===== src/rtl/riscv_boot_pkg.sv =====
// Shared definitions for the instruction-memory boot loader.
// Holds the loader state encoding and the image framing constants.
package riscv_boot_pkg;

  typedef enum logic [2:0] {
    ST_HDR0 = 3'd0,
    ST_HDR1 = 3'd1,
    ST_DATA = 3'd2,
    ST_CHK  = 3'd3,
    ST_DONE = 3'd4,
    ST_ERR  = 3'd5
  } boot_state_t;

  // Image header is a little-endian 16-bit word count
  localparam int HDR_BYTES      = 2;
  localparam int BYTES_PER_WORD = 4;

  // One bit wider than the header count so a full memory (2^ADDR_WIDTH words)
  // can be counted without wrapping
  localparam int COUNT_WIDTH = 8 * HDR_BYTES + 1;

endpackage


===== src/rtl/imem_boot_loader.sv =====
// Boot-time loader: receives a byte stream, assembles little-endian words and
// writes them into the instruction memory while holding the core in reset.
// Optional feature macro: IMEM_BOOT_CHECKSUM_EN adds a trailing XOR checksum byte.
module imem_boot_loader
  import riscv_boot_pkg::*;
#(
  parameter int ADDR_WIDTH = 8
) (
  input  logic                  CLK,
  input  logic                  RST,
  input  logic [7:0]            in_data,
  input  logic                  in_valid,
  output logic                  in_ready,
  input  logic                  boot_req,
  output logic                  imem_we,
  output logic [ADDR_WIDTH-1:0] imem_addr,
  output logic [31:0]           imem_wdata,
  output logic                  core_rst_n,
  output logic                  done,
  output logic                  err
);

  localparam logic [COUNT_WIDTH-1:0] MAX_WORDS = COUNT_WIDTH'(1) << ADDR_WIDTH;

`ifdef IMEM_BOOT_CHECKSUM_EN
  localparam boot_state_t ST_END = ST_CHK;
`else
  localparam boot_state_t ST_END = ST_DONE;
`endif

  boot_state_t            state_q, state_d;
  logic [7:0]             n_lo_q;
  logic [COUNT_WIDTH-1:0] n_words_q;
  logic [COUNT_WIDTH-1:0] word_cnt_q;
  logic [1:0]             byte_idx_q;
  logic [23:0]            word_q;
`ifdef IMEM_BOOT_CHECKSUM_EN
  logic [7:0]             csum_q;
`endif

  logic                   accept;
  logic [COUNT_WIDTH-1:0] hdr_n;
  logic                   last_byte;
  logic                   last_word;

  assign accept    = in_valid && in_ready;
  assign hdr_n     = {1'b0, in_data, n_lo_q};
  assign last_byte = (byte_idx_q == 2'(BYTES_PER_WORD - 1));
  assign last_word = ((word_cnt_q + COUNT_WIDTH'(1)) == n_words_q);

  // State register
  always_ff @(posedge CLK or negedge RST) begin
    if (!RST) state_q <= ST_HDR0;
    else      state_q <= state_d;
  end

  // Next-state logic: header parse, word counting, checksum verdict, restart
  always_comb begin
    state_d = state_q;
    case (state_q)
      ST_HDR0: if (accept) state_d = ST_HDR1;
      ST_HDR1: begin
        if (accept) begin
          if (hdr_n == '0)           state_d = ST_END;
          else if (hdr_n > MAX_WORDS) state_d = ST_ERR;
          else                        state_d = ST_DATA;
        end
      end
      ST_DATA: if (accept && last_byte && last_word) state_d = ST_END;
      ST_CHK: begin
`ifdef IMEM_BOOT_CHECKSUM_EN
        if (accept) state_d = (in_data == csum_q) ? ST_DONE : ST_ERR;
`else
        state_d = ST_ERR;
`endif
      end
      ST_DONE, ST_ERR: if (boot_req) state_d = ST_HDR0;
      default: state_d = ST_ERR;
    endcase
  end

  // Datapath and registered outputs; status follows state one cycle late so
  // the core is released only after the final write strobe has completed
  always_ff @(posedge CLK or negedge RST) begin
    if (!RST) begin
      n_lo_q     <= '0;
      n_words_q  <= '0;
      word_cnt_q <= '0;
      byte_idx_q <= '0;
      word_q     <= '0;
`ifdef IMEM_BOOT_CHECKSUM_EN
      csum_q     <= '0;
`endif
      in_ready   <= 1'b0;
      imem_we    <= 1'b0;
      imem_addr  <= '0;
      imem_wdata <= '0;
      core_rst_n <= 1'b0;
      done       <= 1'b0;
      err        <= 1'b0;
    end else begin
      imem_we <= 1'b0;
      case (state_q)
        ST_HDR0: if (accept) n_lo_q <= in_data;
        ST_HDR1: begin
          if (accept) begin
            n_words_q  <= hdr_n;
            word_cnt_q <= '0;
            byte_idx_q <= '0;
          end
        end
        ST_DATA: begin
          if (accept) begin
            byte_idx_q <= byte_idx_q + 2'd1;
`ifdef IMEM_BOOT_CHECKSUM_EN
            csum_q     <= csum_q ^ in_data;
`endif
            case (byte_idx_q)
              2'd0: word_q[7:0]   <= in_data;
              2'd1: word_q[15:8]  <= in_data;
              2'd2: word_q[23:16] <= in_data;
              default: begin
                imem_we    <= 1'b1;
                imem_addr  <= word_cnt_q[ADDR_WIDTH-1:0];
                imem_wdata <= {in_data, word_q};
                word_cnt_q <= word_cnt_q + COUNT_WIDTH'(1);
              end
            endcase
          end
        end
        ST_DONE, ST_ERR: begin
          if (boot_req) begin
            n_words_q  <= '0;
            word_cnt_q <= '0;
            byte_idx_q <= '0;
`ifdef IMEM_BOOT_CHECKSUM_EN
            csum_q     <= '0;
`endif
          end
        end
        default: ;
      endcase
      in_ready   <= (state_d inside {ST_HDR0, ST_HDR1, ST_DATA, ST_CHK});
      core_rst_n <= (state_q == ST_DONE) && !boot_req;
      done       <= (state_q == ST_DONE) && !boot_req;
      err        <= (state_q == ST_ERR) && !boot_req;
    end
  end

endmodule


===== config.mk =====
export PLATFORM = sky130hd
export DESIGN_NAME = imem_boot_loader
export DESIGN_NICKNAME = d
export VERILOG_FILES = /design/src/rtl/riscv_boot_pkg.sv /design/src/rtl/imem_boot_loader.sv
export SDC_FILE = /design/constraint.sdc
export NUM_CORES = 1
export LEC_CHECK = 0
export ABC_CLOCK_PERIOD_IN_PS = 3020
export BUFFER_PORTS_ARGS = -buffer_cell sky130_fd_sc_hd__buf_2
export CORE_MARGIN = 2
export CORE_UTILIZATION = 58
export CTS_CLUSTER_DIAMETER = 60
export DETAILED_ROUTE_END_ITERATION = 7
export GPL_TIMING_DRIVEN = 0
export PLACE_DENSITY = 0.79
export SYNTH_ARGS = -nofsm -noshare
export SYNTH_HDL_FRONTEND = slang
export SYNTH_SLANG_ARGS = --single-unit
export TNS_END_PERCENT = 1

===== constraint.sdc =====
create_clock -name CLK -period 3.02 [get_ports CLK]
set_clock_uncertainty 0.15 [all_clocks]
set_input_delay 0.453 -clock CLK [delete_from_list [all_inputs] [get_ports CLK]]
set_output_delay 0.453 -clock CLK [all_outputs]
set_load 0.01 [all_outputs]

## Yosys cells after proc, flatten, opt, wreduce, memory -nomap -nowiden

Cells that the tools add are included.

- Bits in read-only memories: 0
- Latch bits: 0
- Bits of input ports: 12
- Memories: 0
- Bits in writable memories: 0
- Bits in registers: 115

- Reduce and logical (&&, ||, !) cells: 23
- Shift operators: 0
- Mux-type cells: 21
- Bitwise logic cells: 1
- Order comparisons: 1
- Divide/modulo/power cells: 0
- Equal/unequal tests: 15
- $add $sub $neg: 2
- $mul: 0

Operators by type and width:

| cell | count |
|---|---|
| $mux 17 | 5 |
| $pmux 17 s3 | 1 |
| $pmux 17 s2 | 1 |
| $mux 3 | 6 |
| $add 17x1->17 const B | 1 |
| $eq 17x17->1 | 1 |
| $logic_not 17->1 | 1 |
| $gt 16x9->1 const B | 1 |
| $reduce_and 3->1 | 5 |
| $pmux 3 s4 | 1 |
| $eq 3x2->1 const B | 3 |
| $ne 2x2->1 const B | 4 |
| $eq 3x1->1 const B | 2 |
| $eq 3x3->1 const B | 2 |
| $logic_not 3->1 | 2 |
| $mux 2 | 3 |
| $pmux 2 s3 | 1 |
| $logic_and 1x1->1 | 5 |
| $reduce_and 5->1 | 1 |
| $eq 2x2->1 const B | 2 |
| $reduce_and 4->1 | 1 |
| $reduce_bool 4->1 | 1 |
| $mux 1 | 3 |
| $reduce_bool 3->1 | 1 |
| other kinds (9) | 9 |

## Depth between registers and ports, before layout

Gate-level depths: netlist of the first run.

- Word-level depth: 7
- Gate-level depth with buffers: 9

## Worst setup path before layout of the first run

Ideal clock, no wire load.

- Kind: reg-to-reg
- Start: reg word_cnt_q[0]
- End: reg state_q[2]
- Arrival time: 2098 ps
- Path buffers: 1
- Setup slack: 706 ps
- Cell stages (with the launch flop): 9
- Cells stage by stage: dfrtp_1 > ha_1 > nand3_1 > buf_2 > nor4_1 > xnor2_1 > o2111ai_2 > nor4_4 > o32a_1

- Longest elaborated chain between the ends: 5

RTL lines:

| item | line | RTL |
|---|---|---|
| start: declaration | imem_boot_loader.sv:34 | `logic [COUNT_WIDTH-1:0] word_cnt_q;` |
| start signal: assignment | imem_boot_loader.sv:126 | `word_cnt_q <= word_cnt_q + COUNT_WIDTH'(1);` |
| $add 17x1->17 | imem_boot_loader.sv:49 | `assign last_word = ((word_cnt_q + COUNT_WIDTH'(1)) == n_words_q);` |
| $eq 17x17->1 | imem_boot_loader.sv:49 |  |
| $logic_and 1x1->1 | imem_boot_loader.sv:69 | `ST_DATA: if (accept && last_byte && last_word) state_d = ST_END;` |
| $mux 3 | imem_boot_loader.sv:69 |  |
| $pmux 3 s4 | imem_boot_loader.sv:60 | `case (state_q)` |
| net state_d[2] | imem_boot_loader.sv:31 | `boot_state_t state_q, state_d;` |
| end signal: assignment | imem_boot_loader.sv:54 | `else state_q <= state_d;` |
| end: declaration | imem_boot_loader.sv:31 |  |

The timed path passes the listed nets, and every way through them passes these cells.
A chain may end at the register's enable or synchronous reset.

## Worst setup path after layout of the first run

Ends and elaborated chain as after synthesis.

==> results of run 1 <==
power breakdown:
part	switching [mW]	internal, mW	leakage, nW
clock network	0.763	1.12	0.258
logic	0.530	0.514	1.33
registers	0.271	1.89	1.50
total	1.56	3.53	3.09
final cells by class:
class	count	area, sq um	area share [%]
Tap cell	108	135	2.16
Buffer	29	183	2.92
Timing Repair Buffer	58	320	5.12
Clock inverter	13	125	2.00
Inverter	7	26.3	0.420
Multi-Input combinational cell	317	2180	34.9
Sequential cell	114	2850	45.6
Clock buffer	19	432	6.90
final timing paths:
path	slack (ns)	cells past startpoint	endpoint
hold / removal	0.09	3	done
min in group asynchronous	0.37	2	imem_wdata[3]
setup / recovery	0.19	8	state_q[2]
hold reg to reg	0.31	2	imem_wdata[11]
max in group asynchronous	1.58	3	in_ready
setup reg to reg	0.19	8	state_q[2]
sequential cells by signal, summed over array words and instances (netlist names), 2 cells and up:
name        flops
imem_addr       8
n_lo_q          8
imem_wdata     32
byte_idx_q      2
word_q         24
state_q         3
word_cnt_q     17
n_words_q      16
critical path, stage by stage (launching register included):
cell and delay (ns):
dfrtp_1 0.50, ha_1 0.31, nand3_1 0.15, buf_2 0.22, nor4_1 0.30, xnor2_1 0.22
o2111ai_2 0.20, nor4_4 0.48, o32a_1 0.23
repair_timing:
item | CTS | global route
hold buffers | 1 | 0
hold endpoints to repair | 52 | 0
resized for setup | 0 | 2
endpoints found under the setup margin | 0 | 24
cell usage after synthesis (2+ instances only):
library cell and n:
mux2_2 48, nand3b_1 2, a22o_1 17, a21oi_1 3, clkbuf_1 6, and3_2 2
o31ai_1 6, or4_1 5, nand2_1 95, o21ai_1 4, nor2_1 21, nand4_1 7
nor3_2 2, o21ai_0 19, o22ai_1 2, nor4_1 3, nor3_1 5, buf_4 3
buf_2 10, nand4_4 2, nand3_1 10, a31oi_1 2, xnor2_1 19, buf_1 2
xor2_1 6, a211oi_1 2, and4_1 2, dfrtp_1 114, buf_6 6, inv_1 6
and3_1 3, ha_1 6, nor2b_1 3
kinds of logic (layout without fill, tap and decap cells):
family,after synthesis,in the layout,share of synthesized area (%)
AO/OA/AOI/OAI,64,64,8.60
XOR/XNOR,25,25,4.18
adder cells (fa/ha/maj),6,6,1.43
buffers and inverters,36,126,3.99
flip-flops,114,114,54.5
multiplexers,49,49,10.5
AND/OR/NAND/NOR,173,173,16.8
layout by cell type (no fill, tap or decap), types with 3 or more instances in the layout:
cell | netlist | routed
o31ai_1 | 6 | 6
clkbuf_16 | 0 | 16
a22o_1 | 17 | 17
xnor2_1 | 19 | 19
buf_6 | 6 | 6
nor3_1 | 5 | 5
a21oi_1 | 3 | 3
ha_1 | 6 | 6
buf_2 | 10 | 65
buf_4 | 3 | 4
nor4_1 | 3 | 3
mux2_2 | 48 | 48
nand2_1 | 95 | 95
o21ai_1 | 4 | 4
inv_1 | 6 | 6
or4_1 | 5 | 5
inv_6 | 0 | 5
nor2b_1 | 3 | 3
o21ai_0 | 19 | 19
nor2_1 | 21 | 21
clkbuf_1 | 6 | 7
dfrtp_1 | 114 | 114
nand3_1 | 10 | 10
nand4_1 | 7 | 7
clkinvlp_4 | 0 | 5
xor2_1 | 6 | 6
and3_1 | 3 | 3
per-layer routing:
layer / up-vias / share of wire, % / track usage [%]
met4: 0 / 2.3 / 9.59
met1: 2014 / 44 / 38.5
met2: 144 / 48 / 41.4
met3: 28 / 6.3 / 5.60
met5: - / 0 / 0
li1: 1805 / - / -
==> metrics.md, run 1 <==
| Metric | Value |
|---|---|
| Non-Filler Instances | 665 |
| Reg-to-reg startpoint | word_cnt_q[0] |
| Port Buffers | 56 |
| Seq cells post-synth | 114 |
| Max Clk Rate | 0.354 GHz |
| Startpoint class of the critical path | flip-flop |
| Routability Congestion | 0.894 |
| Core Box Area | 0.00872 sq mm |
| Sequential-to-total area share from yosys stat | 54.5% |
| Vias in the first global route | 3913 |
| Total Power | 5.09 mW |
| Fillers | 613 |
| CTS Sinks | 114 |
| Clk slew on worst S/H paths | 0.06 ns |
| Worst-path maximum fanout | 10 |
| Mapped Cells | 467 |
| Placed Cells | 632 |
| Unique masters post-synth | 57 |
| Via Count | 3991 |
| Average routed wire per standard cell | 18.8 um |
| YS warnings | 0 |
| Final WL | 12.5 mm |
| Async S/R FF share, synth | 100% |
| Fin crit period | 2.83 ns |
| First-pass GRT wire length | 20.4 mm |
| WP data arrival | 3.13 ns |
| Slew @ Worst Pin | 0.749 ns |
| Leak Pwr | 3.09 nW |
| Synthesized area | 0.00524 sq mm |
| Share of the synthesized area in the top cell type | 54.5% |
| DR pass1 iterations | 4 |
| Cell row count | 34 |
| Max-slew violation count | 0 |
| Worst-skew pair later-pin latency | 0.52 ns |
| Final hold vios | 0 |
| Die width | 99.0 um |
| Syn_nets | 485 |
| Slew margin rel. | 50.1% |
| Crit path launch | word_cnt_q[0] |
| Drt via density | 6.00 |
| Period utilization | 93.6% |
| Max Cap Viol | 0 |
| Finished Cell Area | 0.00625 sq mm |
| Run status | finished clean |
| TritonCTS Buffers | 17 |
| Endpoint class of the critical path | flip-flop |
| Synth area leaders | dfrtp_1, mux2_2, nand2_1, xnor2_1, a22o_1 |
| Final hold slack | 0.0934 ns |
| Die area | 0.00980 sq mm |
| Max VDD drop | 0.570 mV |
| Share of cells above drive strength 1 | 30.9% |
| Diodes inserted | 0 |
| Fin util | 71.7% |
| Total congestion overflow | 0 |
| Pin count of the biggest net entering global routing | 63 |
| CP Class | flip-flop to flip-flop |
| Syn Area/Cell | 11.2 sq um |
| CTS tree | built |
| DRC viols | 0 |
| Largest area contributor in the netlist | dfrtp_1 |
| Post-route ant nets | 0 |
| CTS max path bufs | 2 |
| Pre-CTS setup slack | 0.188 ns |
| Initial antenna violation count | 0 |
| Clock tree root driver cell | clkbuf_8 |
| Predominant post-synthesis flop cell | dfrtp_1 |
| Cell Area, Placed | 0.00568 sq mm |
| Max H-tree Level | 4 |
| Worst min-delay path startpoint | boot_req |
| Post-route setup TNS | 0 ns |
| I/O pins | 57 |
| Number of synthesized flops with an enable pin | 0 |
| Min-delay worst type | input port to flip-flop |
| Area delta synth->final | 19.5% |
| Cell area power density | 814 mW/mm^2 |
| GRT Util Overall | 27.0% |
| Die height | 99.0 um |
| PnR worst setup slack | 0.192 ns |
| RSZ-0062 raised after global routing | no |
| Starting density of the core | 60.0% |
| Hpwl dp | 8.03 mm |
| Setup-failing EPs final | 0 |
| Data required, critical path | 3.32 ns |
| Final nets | 562 |
| Post-CTS Setup Repair Bufs | 0 |
| 1st-iter DRT viols | 313 |
Power figures use the tool's default switching activity.
==> inputs of run 2 (changes only) <==
--- a/config.mk
+++ b/config.mk
@@ -7,6 +7,7 @@
 export LEC_CHECK = 0
 export ABC_CLOCK_PERIOD_IN_PS = 3020
 export BUFFER_PORTS_ARGS = -buffer_cell sky130_fd_sc_hd__buf_2
+export CORE_ASPECT_RATIO = 0.5
 export CORE_MARGIN = 2
 export CORE_UTILIZATION = 58
 export CTS_CLUSTER_DIAMETER = 60
==> run 2 against run 1 <==
First-iteration DRC count up 13%. Routed wire length fell by 0.97%. Maximum frequency shrank 1.1%. Critical endpoint is now word_cnt_q[10]. Largest cell class unchanged. Highest routed layer unchanged.
==> metrics.md, run 2 (synthesis gave the netlist of run 1 again) <==
| Metric | Value |
|---|---|
| Total congestion overflow | 0 (unchanged) |
| Die width | 138 um (+40%) |
| GRT Util Overall | 27.3% (+0.32 points) |
| Largest regs | imem_wdata (32), word_q (24), word_cnt_q (17) |
| Cell row count | 24 (-29%) |
| Fillers | 583 (-4.9%) |
| Drt via density | 5.89 (-1.8%) |
| Endpoint class of the critical path | flip-flop |
| Clk slew on worst S/H paths | 0.05 ns (about the same) |
| Die height | 71.2 um (-28%) |
| Core Box Area | 0.00874 sq mm (+0.20%) |
| First-pass GRT wire length | 20.3 mm (-0.34%) |
| Die area | 0.00985 sq mm (+0.47%) |
| Slew @ Worst Pin | 0.787 ns (+0.0382 ns) |
| Area delta synth->final | 20.7% |
| DR pass1 iterations | 5 (+1) |
| Slowest-stage cell, CP | nor3b_2 |
| Cells along the critical path | buf_4, nand3b_1, nor3b_2, o22ai_1, buf_2, o21ai_0, o31ai_1 |
| I/O pins | 57 (unchanged) |
| Fin crit period | 2.86 ns (+0.0300 ns) |
| Port Buffers | 56 (unchanged) |
| Initial antenna violation count | 0 (unchanged) |
| Max VDD drop | 0.480 mV (-16%) |
| Vias in the first global route | 3852 (-1.6%) |
| Starting density of the core | 59.9% (-0.12 points) |
| Max Clk Rate | 0.350 GHz (-1.1%) |
| Reg-to-reg startpoint | state_q[2] |
| CTS Sinks | 114 (unchanged) |
| Met1 WL | 5.55 mm (+1.9%) |
| R2R depth | 7 (-1) |
| Most common cell after layout, fill and taps aside | dfrtp_1 |
| Largest Register | imem_wdata |
| Run status | finished clean |
| Min-delay worst type | input port to flip-flop |
| Top layer in use | met4 |
| WP depth | 7 (-1) |
| Share of cells above drive strength 1 | 30.4% (-0.48 points) |
| Max reg flops | 32 (unchanged) |
| Routability Congestion | 0.901 (+0.79%) |
| Worst R2R End | word_cnt_q[10] |
| R2r setup slk | 0.16 ns (-0.03 ns) |
| Diodes inserted | 0 (unchanged) |
| Max H-tree Level | 4 (unchanged) |
| WP data arrival | 2.99 ns (-0.14 ns) |
| DR WL met3 | 817 um (+3.3%) |
| Post-route setup TNS | 0 ns (unchanged) |
| Total Power | 5.30 mW (+4.2%) |
| Post-CTS Setup Repair Bufs | 0 (unchanged) |
| Delay-heaviest family, CP | simple AND/OR/NAND/NOR gates |
| Crit path capture | word_cnt_q[10] |
| Worst-path maximum fanout | 10 (unchanged) |
| CP Class | flip-flop to flip-flop |
| DRC viols | 0 (unchanged) |
| Pin count of the biggest net entering global routing | 74 (+17%) |
| Cell area power density | 839 mW/mm^2 (+3.1%) |
| Final hold vios | 0 (unchanged) |
| Post-route ant nets | 0 (unchanged) |
| Final nets | 562 (unchanged) |
| Clock tree root driver cell | clkbuf_16 |
| RSZ-0062 raised after global routing | no |
| Max Cap Viol | 0 (unchanged) |
| Critical path buffers and inverters | 2 (+1) |
| Max-slew violation count | 0 (unchanged) |
| Met2 wire length | 5.69 mm (-4.1%) |
| Data required, critical path | 3.15 ns (-0.17 ns) |
| Worst-skew pair later-pin latency | 0.41 ns (-0.11 ns) |
| Final WL | 12.3 mm (-0.97%) |
| Setup-failing EPs final | 0 (unchanged) |
| Slew margin rel. | 47.3% (-2.8 points) |
| 1st-iter DRT viols | 354 (+13%) |
| CTS max path bufs | 2 (unchanged) |
| Hpwl dp | 7.72 mm (-3.9%) |
| Commonest cells after routing, fill and taps aside | dfrtp_1, nand2_1, buf_2 |
| Period utilization | 94.6% (+0.99 points) |
| Crit path launch | state_q[2] |
| Via Count | 3966 (-0.63%) |
| Average routed wire per standard cell | 18.3 um (-2.1%) |
| CTS tree | built |
| Startpoint class of the critical path | flip-flop |
| Final hold slack | 0.235 ns (+0.141 ns) |
| Slowest stage delay, CP | 0.70 ns (+0.20 ns) |
| TritonCTS Buffers | 17 (unchanged) |
| Leak Pwr | 3.13 nW (+1.0%) |
==> run 2: cell types whose count changed in the layout (fill, tap and decap cells not counted), sizes merged <==
cell / delta
clkinvlp: -4
bufinv: +3
clkbuf: +3
inv: -5
clkinv: +2
==> run 2: layer usage <==
metal,GRT usage (%),up-vias
met3,8.53,34
met2,42.7,158
li1,-,1796
met5,0,-
met4,10.5,0
met1,36.5,1978
==> run 2: layout make-up <==
class / count / area [sq um] / area share (%)
multi-input cells: 317 / 2170 / 34.4
flip-flops and latches: 114 / 2850 / 45.1
well taps: 117 / 146 / 2.32
clock inverters: 9 / 155 / 2.45
clock buffers: 22 / 464 / 7.34
inverters: 7 / 26.3 / 0.416
plain buffers: 29 / 183 / 2.89
repair buffers: 58 / 320 / 5.07
==> run 2: how the worst min path moves through the flow <==
stage	from	to	slack [ns]	cells after the start
4_1_cts	boot_req	done	0.23	3
3_3_place_gp	word_q[1]	imem_wdata[1]	0.30	2
3_5_place_dp	word_q[17]	imem_wdata[17]	0.30	2
5_1_grt	boot_req	done	0.26	3
2_1_floorplan	RST	byte_idx_q[0]	0.007	0
6_report	boot_req	done	0.23	3
==> run 2: per-stage QoR <==
stage               utilization (%)  cell area (sq um)  setup WS (ns)  instances
floorplan                         -               5240          0.706        467
global placement               64.8               5660         0.0266        640
detailed placement             65.1               5690          0.258        641
CTS                            72.3               6320          0.219        673
global route                   72.3               6320         0.0322        673
finish                         72.3               6320          0.162        673
==> run 2: repair_timing <==
| action | 4_1_cts | 5_1_grt |
|---|---|---|
| gates resized for setup | 0 | 0 |
| hold endpoints to repair | 41 | 0 |
| hold buffers | 1 | 0 |
==> run 2: report_power, final <==
part	internal [mW]	switching [mW]	leakage [nW]
logic	0.514	0.525	1.32
clock network	1.42	0.678	0.300
registers	1.89	0.277	1.50
==> run 2: worst min-delay path, delay by kind of cell <==
family / cells / cell delay (ns)
simple gates: 2 / 0.21
buf+inv: 1 / 0.09
==> inputs of run 3 (changes only) <==
--- a/config.mk
+++ b/config.mk
@@ -5,7 +5,7 @@
 export SDC_FILE = /design/constraint.sdc
 export NUM_CORES = 1
 export LEC_CHECK = 0
-export ABC_CLOCK_PERIOD_IN_PS = 3020
+export ABC_CLOCK_PERIOD_IN_PS = 2900
 export BUFFER_PORTS_ARGS = -buffer_cell sky130_fd_sc_hd__buf_2
 export CORE_ASPECT_RATIO = 0.5
 export CORE_MARGIN = 2
==> constraint.sdc (replaced) <==
create_clock -name CLK -period 2.9 [get_ports CLK]
set_clock_uncertainty 0.15 [all_clocks]
set_input_delay 0.435 -clock CLK [delete_from_list [all_inputs] [get_ports CLK]]
set_output_delay 0.435 -clock CLK [all_outputs]
set_load 0.01 [all_outputs]
==> run 3 against run 2 <==
Critical path type unchanged. Critical endpoint unchanged. Power up 4.3%. Worst setup slack better by 0.0075 ns. Register-to-register slack about the same. Routed wire length up 0.58%. Clock power up 4%.
==> metrics.md, run 3 (synthesis gave the netlist of run 1 again) <==
| Metric | Value |
|---|---|
| Core Box Area | 0.00874 sq mm (unchanged) |
| Diodes inserted | 0 (unchanged) |
| Hpwl dp | 7.72 mm (unchanged) |
| Max reg flops | 32 (unchanged) |
| Share of cells above drive strength 1 | 30.4% (unchanged) |
| DRC viols | 0 (unchanged) |
| Fin crit period | 2.73 ns (-0.128 ns) |
| Initial antenna violation count | 0 (unchanged) |
| Cell Area, Placed | 0.00569 sq mm (unchanged) |
| Data required, critical path | 3.06 ns (-0.09 ns) |
| Slew margin rel. | 49.8% (+2.5 points) |
| Top layer in use | met4 |
| Max Cap Viol | 0 (unchanged) |
| Endpoint class of the critical path | flip-flop |
| Sw power | 1.55 mW (+4.6%) |
| Logic pwr share | 19.7% (about the same) |
| WP data arrival | 2.89 ns (-0.10 ns) |
| DR WL met3 | 751 um (-8.1%) |
| Max VDD drop | 0.496 mV (+3.2%) |
| Worst-skew pair later-pin latency | 0.41 ns (about the same) |
| Final nets | 562 (unchanged) |
| DR pass1 iterations | 5 (unchanged) |
| Total congestion overflow | 0 (unchanged) |
| Max-slew violation count | 0 (unchanged) |
| Routability Congestion | 0.901 (unchanged) |
| Post-CTS Setup Repair Bufs | 0 (unchanged) |
| GRT Util Overall | 27.3% (unchanged) |
| TritonCTS Buffers | 17 (unchanged) |
| CTS Sinks | 114 (unchanged) |
| Cell area power density | 874 mW/mm^2 (+4.1%) |
| Reg-to-reg startpoint | state_q[2] |
| Final hold vios | 0 (unchanged) |
| R2R depth | 9 (+2) |
| Cell row count | 24 (unchanged) |
| Finished Cell Area | 0.00633 sq mm (+0.12%) |
| Commonest cells after routing, fill and taps aside | dfrtp_1, nand2_1, buf_2 |
| Run status | finished clean |
| Clock share of power | 39.5% (about the same) |
| Final hold slack | 0.223 ns (-0.0115 ns) |
| Leak Pwr | 3.14 nW (+0.31%) |
| I/O pins | 57 (unchanged) |
| Post-route ant nets | 0 (unchanged) |
| Most common cell after layout, fill and taps aside | dfrtp_1 |
| Slew @ Worst Pin | 0.754 ns (-0.0337 ns) |
| Starting density of the core | 59.9% (unchanged) |
| Period utilization | 94.2% (-0.48 points) |
| 1st-iter DRT viols | 317 (-10%) |
| CTS max path bufs | 2 (unchanged) |
| Average routed wire per standard cell | 18.5 um (+0.58%) |
| CTS tree | built |
| Pin count of the biggest net entering global routing | 74 (unchanged) |
| Worst min-delay path startpoint | boot_req |
| Drt via density | 5.86 (-0.58%) |
| Die area | 0.00985 sq mm (unchanged) |
| Max Clk Rate | 0.366 GHz (+4.7%) |
| Port Buffers | 56 (unchanged) |
| Largest regs | imem_wdata (32), word_q (24), word_cnt_q (17) |
| Worst-path maximum fanout | 10 (unchanged) |
| RSZ-0062 raised after global routing | no |
| Met2 wire length | 5.71 mm (+0.19%) |
| Worst hold path depth | 3 (unchanged) |
| Vias in the first global route | 3852 (unchanged) |
| Clk slew on worst S/H paths | 0.05 ns (about the same) |
| Largest Register | imem_wdata |
| Final WL | 12.4 mm (+0.58%) |
| Met1 WL | 5.69 mm (+2.4%) |
| Min-delay worst type | input port to flip-flop |
| Area delta synth->final | 20.9% |
| First-pass GRT wire length | 20.3 mm (unchanged) |
| CP Class | flip-flop to flip-flop |
| Setup-failing EPs final | 0 (unchanged) |
| Startpoint class of the critical path | flip-flop |
| Die height | 71.2 um (unchanged) |
| Max H-tree Level | 4 (unchanged) |
| Sw frac | 28.0% (+0.077 points) |
| R2r setup slk | 0.17 ns (about the same) |
| Via Count | 3943 (-0.58%) |
| Post-route setup TNS | 0 ns (unchanged) |
| Internal | 3.98 mW (+4.2%) |
| Reg power frac | 40.9% (about the same) |
| Crit path launch | state_q[2] |
| Clock tree root driver cell | clkbuf_16 |
| Die width | 138 um (unchanged) |
| Fin util | 72.4% (+0.086 points) |
## run 3: cell count changes in the layout (fill, tap and decap cells not counted)
cell / change
nor3b_4: +1
a2111oi_1: +1
nor3b_2: -1
a2111oi_0: -1
## run 3: critical path, stage by stage (launching register included)
cell,delay (ns)
dfrtp_1,0.32
buf_4,0.15
nand4b_1,0.16
a21o_1,0.14
clkbuf_1,0.36
inv_1,0.16
o22ai_1,0.60
buf_2,0.37
o21ai_0,0.13
o31ai_1,0.08
## run 3: timing repair
item,CTS,global route
endpoints found under the setup margin,0,27
hold buffers,1,0
endpoints found under the hold margin,41,0
resized for setup,0,2
## run 3: power by group through the flow
stage | Clock, mW | Combinational (mW) | Sequential, mW
floorplan | 0 | 0.721 | 2.22
global placement | 0 | 1.01 | 2.23
detailed placement | 0 | 1.05 | 2.26
CTS | 2.20 | 1.09 | 2.25
global route | 2.28 | 1.19 | 2.30
finish | 2.18 | 1.09 | 2.26
## run 3: final cells by class
cell class	instances	area (sq um)
inverters	7	26.3
fillers	581	2410
clock inverters	9	155
flip-flops and latches	114	2850
plain buffers	29	183
clock buffers	22	464
repair buffers	58	320
multi-input cells	317	2180
well taps	117	146
## run 3: metrics by stage
step	std cells	setup slack [ns]	total power, mW
global route	673	0.0117	5.77
detailed placement	641	0.138	3.30
CTS	673	0.0992	5.53
finish	673	0.169	5.53
global placement	640	-0.0754	3.24
floorplan	467	0.586	2.94
## run 3: final timing paths
kind                                       end
worst max-delay path            word_cnt_q[10]
worst min-delay path                      done
worst max register to register  word_cnt_q[10]
worst min register to register   imem_wdata[1]
max in group asynchronous        word_cnt_q[3]
min in group asynchronous        imem_wdata[6]
## run 3: per-layer routing
metal / GRT usage [%] / vias to the layer above
met4: 10.5 / 0
met2: 42.7 / 145
met1: 36.5 / 1970
li1: - / 1796
met5: 0 / -
met3: 8.53 / 32
